## src/rtl/mem_arbiter.sv

```systemverilog
// -----------------------------------------------------------------------------
// mem_arbiter
//   Shares one single-port word memory between the instruction-fetch port (I)
//   and the load/store data port (D) of the core. The memory reads
//   asynchronously and writes synchronously.
//
//   Each access takes three steps:
//     1. A winner is picked.
//     2. The memory is driven for one BUSY cycle.
//     3. The read word is returned in a register, with a one-cycle ack pulse.
//
//   Build option:
//     MEM_ARB_RR_EN  defined   : round-robin on contention (grant the port not
//                                granted last).
//                    undefined : fixed priority, D always wins contention.
//
//   Ports:
//     clk, rst            clock; synchronous active-high reset
//     i_req/i_addr        fetch request and word address (held until i_ack)
//     i_ack/i_rdata       fetch done pulse and fetched word (held afterwards)
//     d_req/d_addr        data request and word address (held until d_ack)
//     d_wdata/d_wen       store data and store (1) / load (0) select
//     d_ack/d_rdata       data done pulse; load data, or the old word on a store
//     mem_addr/mem_wdata  memory address and write data
//     mem_wen             memory write enable, high only in a BUSY store cycle
//     mem_rdata           memory combinational read data
// -----------------------------------------------------------------------------
module mem_arbiter #(
   parameter int unsigned ADDR_SIZE = 5,
   parameter int unsigned WORD_SIZE = 32
) (
   input  logic                 clk,
   input  logic                 rst,
   // fetch port
   input  logic                 i_req,
   input  logic [ADDR_SIZE-1:0] i_addr,
   output logic                 i_ack,
   output logic [WORD_SIZE-1:0] i_rdata,
   // load/store port
   input  logic                 d_req,
   input  logic [ADDR_SIZE-1:0] d_addr,
   input  logic [WORD_SIZE-1:0] d_wdata,
   input  logic                 d_wen,
   output logic                 d_ack,
   output logic [WORD_SIZE-1:0] d_rdata,
   // memory side
   output logic [ADDR_SIZE-1:0] mem_addr,
   output logic [WORD_SIZE-1:0] mem_wdata,
   output logic                 mem_wen,
   input  logic [WORD_SIZE-1:0] mem_rdata
);

   typedef enum logic [1:0] {
      ST_IDLE = 2'd0,
      ST_BUSY = 2'd1,
      ST_ACK  = 2'd2
   } state_e;

   localparam logic SEL_I = 1'b0;
   localparam logic SEL_D = 1'b1;

   state_e               state_q, state_d;
   logic                 sel_q, sel_d;
   logic                 i_ack_q, i_ack_d;
   logic                 d_ack_q, d_ack_d;
   logic [WORD_SIZE-1:0] i_rdata_q, i_rdata_d;
   logic [WORD_SIZE-1:0] d_rdata_q, d_rdata_d;
   logic                 grant_c;    // winner when arbitrating out of IDLE
   logic                 handoff_c;  // move straight from ACK to the other port
`ifdef MEM_ARB_RR_EN
   logic                 last_q, last_d;
`endif

   // Fresh arbitration out of IDLE.
   always_comb begin
      grant_c = SEL_D;
      if (i_req && d_req) begin
`ifdef MEM_ARB_RR_EN
         grant_c = ~last_q;
`else
         grant_c = SEL_D;
`endif
      end else if (i_req) begin
         grant_c = SEL_I;
      end
   end

   // Decide whether ACK hands over to the other port.
   // The acked port's req is still high in ACK, so only the other port counts.
`ifdef MEM_ARB_RR_EN
   assign handoff_c = (sel_q == SEL_D) ? i_req : d_req;
`else
   // After serving D, return to IDLE so that a D still requesting wins again.
   assign handoff_c = (sel_q == SEL_I) && d_req;
`endif

   // Next-state, grant and read-capture logic.
   always_comb begin
      state_d   = state_q;
      sel_d     = sel_q;
      i_ack_d   = 1'b0;
      d_ack_d   = 1'b0;
      i_rdata_d = i_rdata_q;
      d_rdata_d = d_rdata_q;
`ifdef MEM_ARB_RR_EN
      last_d    = last_q;
`endif
      case (state_q)
         ST_IDLE: begin
            if (i_req || d_req) begin
               sel_d   = grant_c;
               state_d = ST_BUSY;
            end
         end
         ST_BUSY: begin
            // A store captures the old word: the write commits on this same edge.
            if (sel_q == SEL_D) begin
               d_rdata_d = mem_rdata;
               d_ack_d   = 1'b1;
            end else begin
               i_rdata_d = mem_rdata;
               i_ack_d   = 1'b1;
            end
            state_d = ST_ACK;
         end
         ST_ACK: begin
            if (handoff_c) begin
               sel_d   = ~sel_q;
               state_d = ST_BUSY;
            end else begin
               state_d = ST_IDLE;
            end
         end
         default: state_d = ST_IDLE;
      endcase
`ifdef MEM_ARB_RR_EN
      if (state_d == ST_BUSY) begin
         last_d = sel_d;
      end
`endif
   end

   // State and output registers.
   always_ff @(posedge clk) begin
      if (rst) begin
         state_q   <= ST_IDLE;
         sel_q     <= SEL_D;
         i_ack_q   <= 1'b0;
         d_ack_q   <= 1'b0;
         i_rdata_q <= '0;
         d_rdata_q <= '0;
`ifdef MEM_ARB_RR_EN
         last_q    <= SEL_I;
`endif
      end else begin
         state_q   <= state_d;
         sel_q     <= sel_d;
         i_ack_q   <= i_ack_d;
         d_ack_q   <= d_ack_d;
         i_rdata_q <= i_rdata_d;
         d_rdata_q <= d_rdata_d;
`ifdef MEM_ARB_RR_EN
         last_q    <= last_d;
`endif
      end
   end

   // Memory drive: the address follows sel in every state.
   // Reset in BUSY blocks the write.
   assign mem_addr  = (sel_q == SEL_D) ? d_addr : i_addr;
   assign mem_wdata = d_wdata;
   assign mem_wen   = (state_q == ST_BUSY) && (sel_q == SEL_D) && d_wen && !rst;

   assign i_ack   = i_ack_q;
   assign d_ack   = d_ack_q;
   assign i_rdata = i_rdata_q;
   assign d_rdata = d_rdata_q;

endmodule

```

## config.mk

```make
export PLATFORM = sky130hd
export DESIGN_NAME = mem_arbiter
export DESIGN_NICKNAME = d
export VERILOG_FILES = /design/src/rtl/mem_arbiter.sv
export SDC_FILE = /design/constraint.sdc
export NUM_CORES = 1
export LEC_CHECK = 0
export ABC_AREA = 1
export BUFFER_PORTS_ARGS = -buffer_cell sky130_fd_sc_hd__buf_4
export CAP_MARGIN = 20
export CORE_ASPECT_RATIO = 0.75
export CORE_UTILIZATION = 40
export CTS_CLUSTER_SIZE = 14
export DETAILED_ROUTE_END_ITERATION = 8
export HOLD_SLACK_MARGIN = 0.02
export PLACE_DENSITY = 0.77
export SETUP_SLACK_MARGIN = 0.02
export SKIP_CTS_REPAIR_TIMING = 1
export SLEW_MARGIN = 20
export SYNTH_ARGS = -nofsm -noshare
export SYNTH_HDL_FRONTEND = slang
export SYNTH_SLANG_ARGS = --single-unit
```

## constraint.sdc

```tcl
create_clock -name clk -period 1.3 [get_ports clk]
set_clock_uncertainty 0.1 [all_clocks]
set_input_delay 0.195 -clock clk [delete_from_list [all_inputs] [get_ports clk]]
set_output_delay 0.195 -clock clk [all_outputs]
set_load 0.01 [all_outputs]
```

== Yosys cells after proc, flatten, opt, wreduce, memory -nomap -nowiden ==
Index checks and enable logic that the tools add are counted.

* Eq/ne operators: 4
* Muxes and demuxes: 11
* Bitwise gates (word level): 2
* Reductions and logical operators: 13

{| class="wikitable"
|+ Operators by type and width
! kind !! count
|-
| 2-to-1 mux 1 bit || 7
|-
| case mux 2 bit (3 select lines) || 1
|-
| logical AND 1 bit || 5
|-
| 2-to-1 mux 5 bit || 1
|-
| != test 2 bit (second input constant) || 2
|-
| AND reduction 2 bit || 2
|-
| AND reduction 3 bit || 1
|-
| == test 2 x 1 -> 1 bit (second input constant) || 1
|-
| == test 2 bit (second input constant) || 1
|-
| logical NOT 2 bit || 1
|-
| 2-to-1 mux 2 bit || 1
|-
| NOT 1 bit || 2
|-
| case mux 1 bit (2 select lines) || 1
|-
| nonzero test 2 bit || 1
|-
| OR reduction 2 bit || 1
|-
| logical NOT 1 bit || 1
|-
| logical OR 1 bit || 1
|}

* Bits in registers: 69
* Input bits: 79
* Output and inout bits: 104
* Word-level logic and storage cells: 36

== Logic depth before layout (Yosys ltp) ==
* Depth in word-level cells: 4
* Mapped depth: 6
* Depth with buffers taken out: 6

== Worst setup path before layout ==
Ideal clock, no wire load.

* Kind: register to output
* From: register state_q[0]
* To: output port mem_wen
* Arrival: 1.070 ns
* Data required time: 1.005 ns
* Setup slack: -0.065 ns
* Cell stages (with the launch flop): 5
* Path buffers: 2
* Cells stage by stage: dfxtp_1 -> buf_4 -> nand3_2 -> buf_2 -> nor3b_1

* Cells in the longest elaborated chain, start to end: 4

{| class="wikitable"
|+ Ends and longest elaborated chain
! element !! line !! RTL
|-
| start, declared || 62 || <nowiki>state_e state_q, state_d;</nowiki>
|-
| start signal, assigned || 156 || <nowiki>state_q <= state_d;</nowiki>
|-
| == test 2 x 1 -> 1 bit || 172 || <nowiki>assign mem_wen = (state_q == ST_BUSY) && (sel_q == SEL_D) && d_wen && !rst;</nowiki>
|-
| logical AND 1 bit (3 in series) || 172 ||
|-
| end, declared || 49 || <nowiki>output logic mem_wen,</nowiki>
|}

No other way between the ends.

== Worst setup path in the final report ==
* From: register sel_q
* To: output port mem_wen

* Cells in the longest elaborated chain, start to end: 3

{| class="wikitable"
|+ Ends and longest elaborated chain
! element !! line !! RTL
|-
| start, declared || 63 || <nowiki>logic sel_q, sel_d;</nowiki>
|-
| start signal, assigned || 157 || <nowiki>sel_q <= sel_d;</nowiki>
|-
| logical AND 1 bit (3 in series) || 172 ||
|}

No other way between the ends.

==> impl_metrics.yaml <==
run_status:
  status: "finished, violations left"
  violations: "setup timing"
floorplanning:
  fp.coreArea_mm2: 0.00680
  dieArea_mm2: 0.00738
  num_rows: 26
  dieWidth_um: 98.9
  ios: 183
  fp.dieH_um: 74.6
  start_util_pct: 41.4
final_layout:
  layout-drive-gt1-share_pct: 38.0
  fillCellCount: 568
  nNetsFinal: 551
  finalNonFillerCells: 560
  syn2layout_area_growth_pct: 51.8
  final_common_cell: "buf_4"
  diodes: 0
  final_cell_mix: "buf_4 (129), nand2_1 (109), dfxtp_1 (66)"
  fin_area_mm2: 0.00427
global_routing:
  grt_max_degree: 34
  grt_util_all_layers_pct: 19.8
  grt_pass1_vias: 2340
  grt-ovfl-total: 0
  antenna_found_initial: 0
  grt_pass1_wl_um: 11200
critical_path:
  reg2reg_to: "i_rdata[27]$_SDFFE_PP0P_"
  r2r_start: "state_q[1]$_SDFFE_PP0P_"
  slowest_stage: "dfxtp_4"
  reg2reg_depth: 7
  cp-startpoint: "sel_q$_SDFFE_PP1P_"
  cp_num_buf_inv: 1
  startpoint_type: "register"
  crit_chain: "nand3_4 > nor3b_2 > buf_4"
  cp_max_fo: 5
  cp.depth: 3
  required_ns: 1.00
  reg2reg_slack_ns: 0.06
  cp_top_family: "flip-flops"
  endpoint: "mem_wen"
  crit_type: "reg2out"
  end_kind: "output port"
  cp.arrival_ns: 1.15
  critPathMaxStageDelay_ns: 0.41
route:
  wl_met1_um: 3500
  firstDrtPassIters: 5
  wl_met2_um: 4120
  top_layer_used: "met4"
  wirelength_um: 8370
  wl_met3_um: 644
  drt_iter0_drc: 114
  routed_via_density: 5.07
  antenna_left: 0
  routedWlPerCell_um: 14.9
  routed-via-count: 2839
  drc: 0
timing:
  relSlewSlack_pct: 77.2
  min_period_over_period_pct: 111
  fin_ws_ns: -0.145
  fmax_ghz: 0.692
  fin_crit_ns: 1.45
  finalSetupViolCount: 6
  hold_viol: 0
  tightest_slew_ns: 0.341
  maxSlewViolCount: 0
  hold_ws_ns: 0.0218
  rsz0062_at_grt: "true"
placement:
  pre_cts_ws_ns: 0.0509
  hpwlAfterDp_um: 5290
  gp_congestion: 0.743
  dp.cells: 514
  placed_area_mm2: 0.00356
  port_buffers: 118
clock_tree:
  clk_path_buf_depth: 2
  root_buffer: "clkbuf_8"
  clkSlewWorstSetupHoldPaths_ns: 0.08
  clk_latency_ns: 0.34
  cts_tree: "done"
  clock-sinks: 69
  htree_levels: 3
  cts_buffers: 9
synthesis:
  synth_cell_types: 15
  ys_ff_latch: 69
  ys_seq_area_share_pct: 49.1
  yosysWarningCount: 0
  synthesis.nets: 436
  syn_avg_cell_area_um2: 7.88
  synth_area_mm2: 0.00281
  synth_cells: 357
power_and_ir_drop:
  powerDensity_mw_per_mm2: 1240
  irDropWorstVdd_mv: 0.843
  cellLeakagePower_nw: 1.80
hold_path:
  hp-class: "in2reg"
  whs_path_depth: 3
  hold_start: "mem_rdata[3]"
job:
  maxCapViolations: 0
-- cells by family after synthesis --
family                 after synthesis  synth area share (%)
flip-flops                          69                  49.1
AO/OA/AOI/OAI                       65                  11.6
buffers and inverters               65                  14.5
AND/OR/NAND/NOR                    158                  24.8
-- worst register-to-register path, cell delays in order, from the launching register on --
cell	delay [ns]
dfxtp_2	0.34
inv_4	0.07
buf_6	0.10
nand3_4	0.12
inv_6	0.12
clkbuf_16	0.17
nand2_1	0.06
a21oi_1	0.12
-- power by group --
part	leakage [nW]	switching, mW	internal, mW	total [mW]
Sequential	0.562	0.0677	2.21	2.28
Clock	0.123	0.799	1.33	2.13
Combinational	1.12	0.449	0.463	0.913
Total	1.80	1.32	4.00	5.32
-- cells in the mapped netlist --
library cell	instances	area, um2
nand2_1	116	435
dfxtp_1	69	1380
a21oi_1	64	320
buf_4	39	293
nand4_1	32	200
buf_2	13	65.1
clkbuf_1	8	30.0
nor2_1	6	22.5
inv_2	3	11.3
inv_1	2	7.51
nand3_1	1	5.00
nand3_2	1	10.0
nand3_4	1	17.5
nor3b_1	1	7.51
o211ai_1	1	7.51
-- metrics by stage --
stage                     setup TNS, ns  utilization, %  total power [mW]
final                            -0.586            62.8              5.32
after CTS                         -1.62            56.0              5.21
after global placement                0            52.4              3.06
after global routing             -0.874            62.8              5.54
after detailed placement              0            52.4              3.08
after floorplan                       0               -              2.79
-- layout make-up --
| cell class | instances | area (um2) | area share (%) |
|---|---|---|---|
| Sequential cell | 69 | 1390 | 32.5 |
| Multi-Input combinational cell | 223 | 1100 | 25.8 |
| Clock buffer | 10 | 138 | 3.22 |
| Clock inverter | 5 | 108 | 2.52 |
| Inverter | 5 | 28.8 | 0.673 |
| Timing Repair Buffer | 164 | 1400 | 32.8 |
| Tap cell | 84 | 105 | 2.46 |
-- metal layers --
layer  up-vias  track usage, %
met5         -               0
met4         0            7.13
met3        15            7.61
met2       122            31.9
met1      1317            24.5
li1       1385               -
-- state kept, by name (all words and copies together), names as in the netlist --
register  cells
d_ack         1
d_rdata      32
i_ack         1
i_rdata      32
sel_q         1
state_q       2
-- worst min-delay path by stage --
| stage | end | slack [ns] |
|---|---|---|
| after floorplan | i_rdata[8]$_SDFFE_PP0P_ | 0.24 |
| after global placement | mem_wdata[14] | 0.29 |
| after detailed placement | mem_wdata[14] | 0.29 |
| after CTS | i_rdata[29]$_SDFFE_PP0P_ | -0.003 |
| after global routing | i_rdata[3]$_SDFFE_PP0P_ | 0.01 |
| final | i_rdata[3]$_SDFFE_PP0P_ | 0.02 |
(Power assumes the default switching activity.)
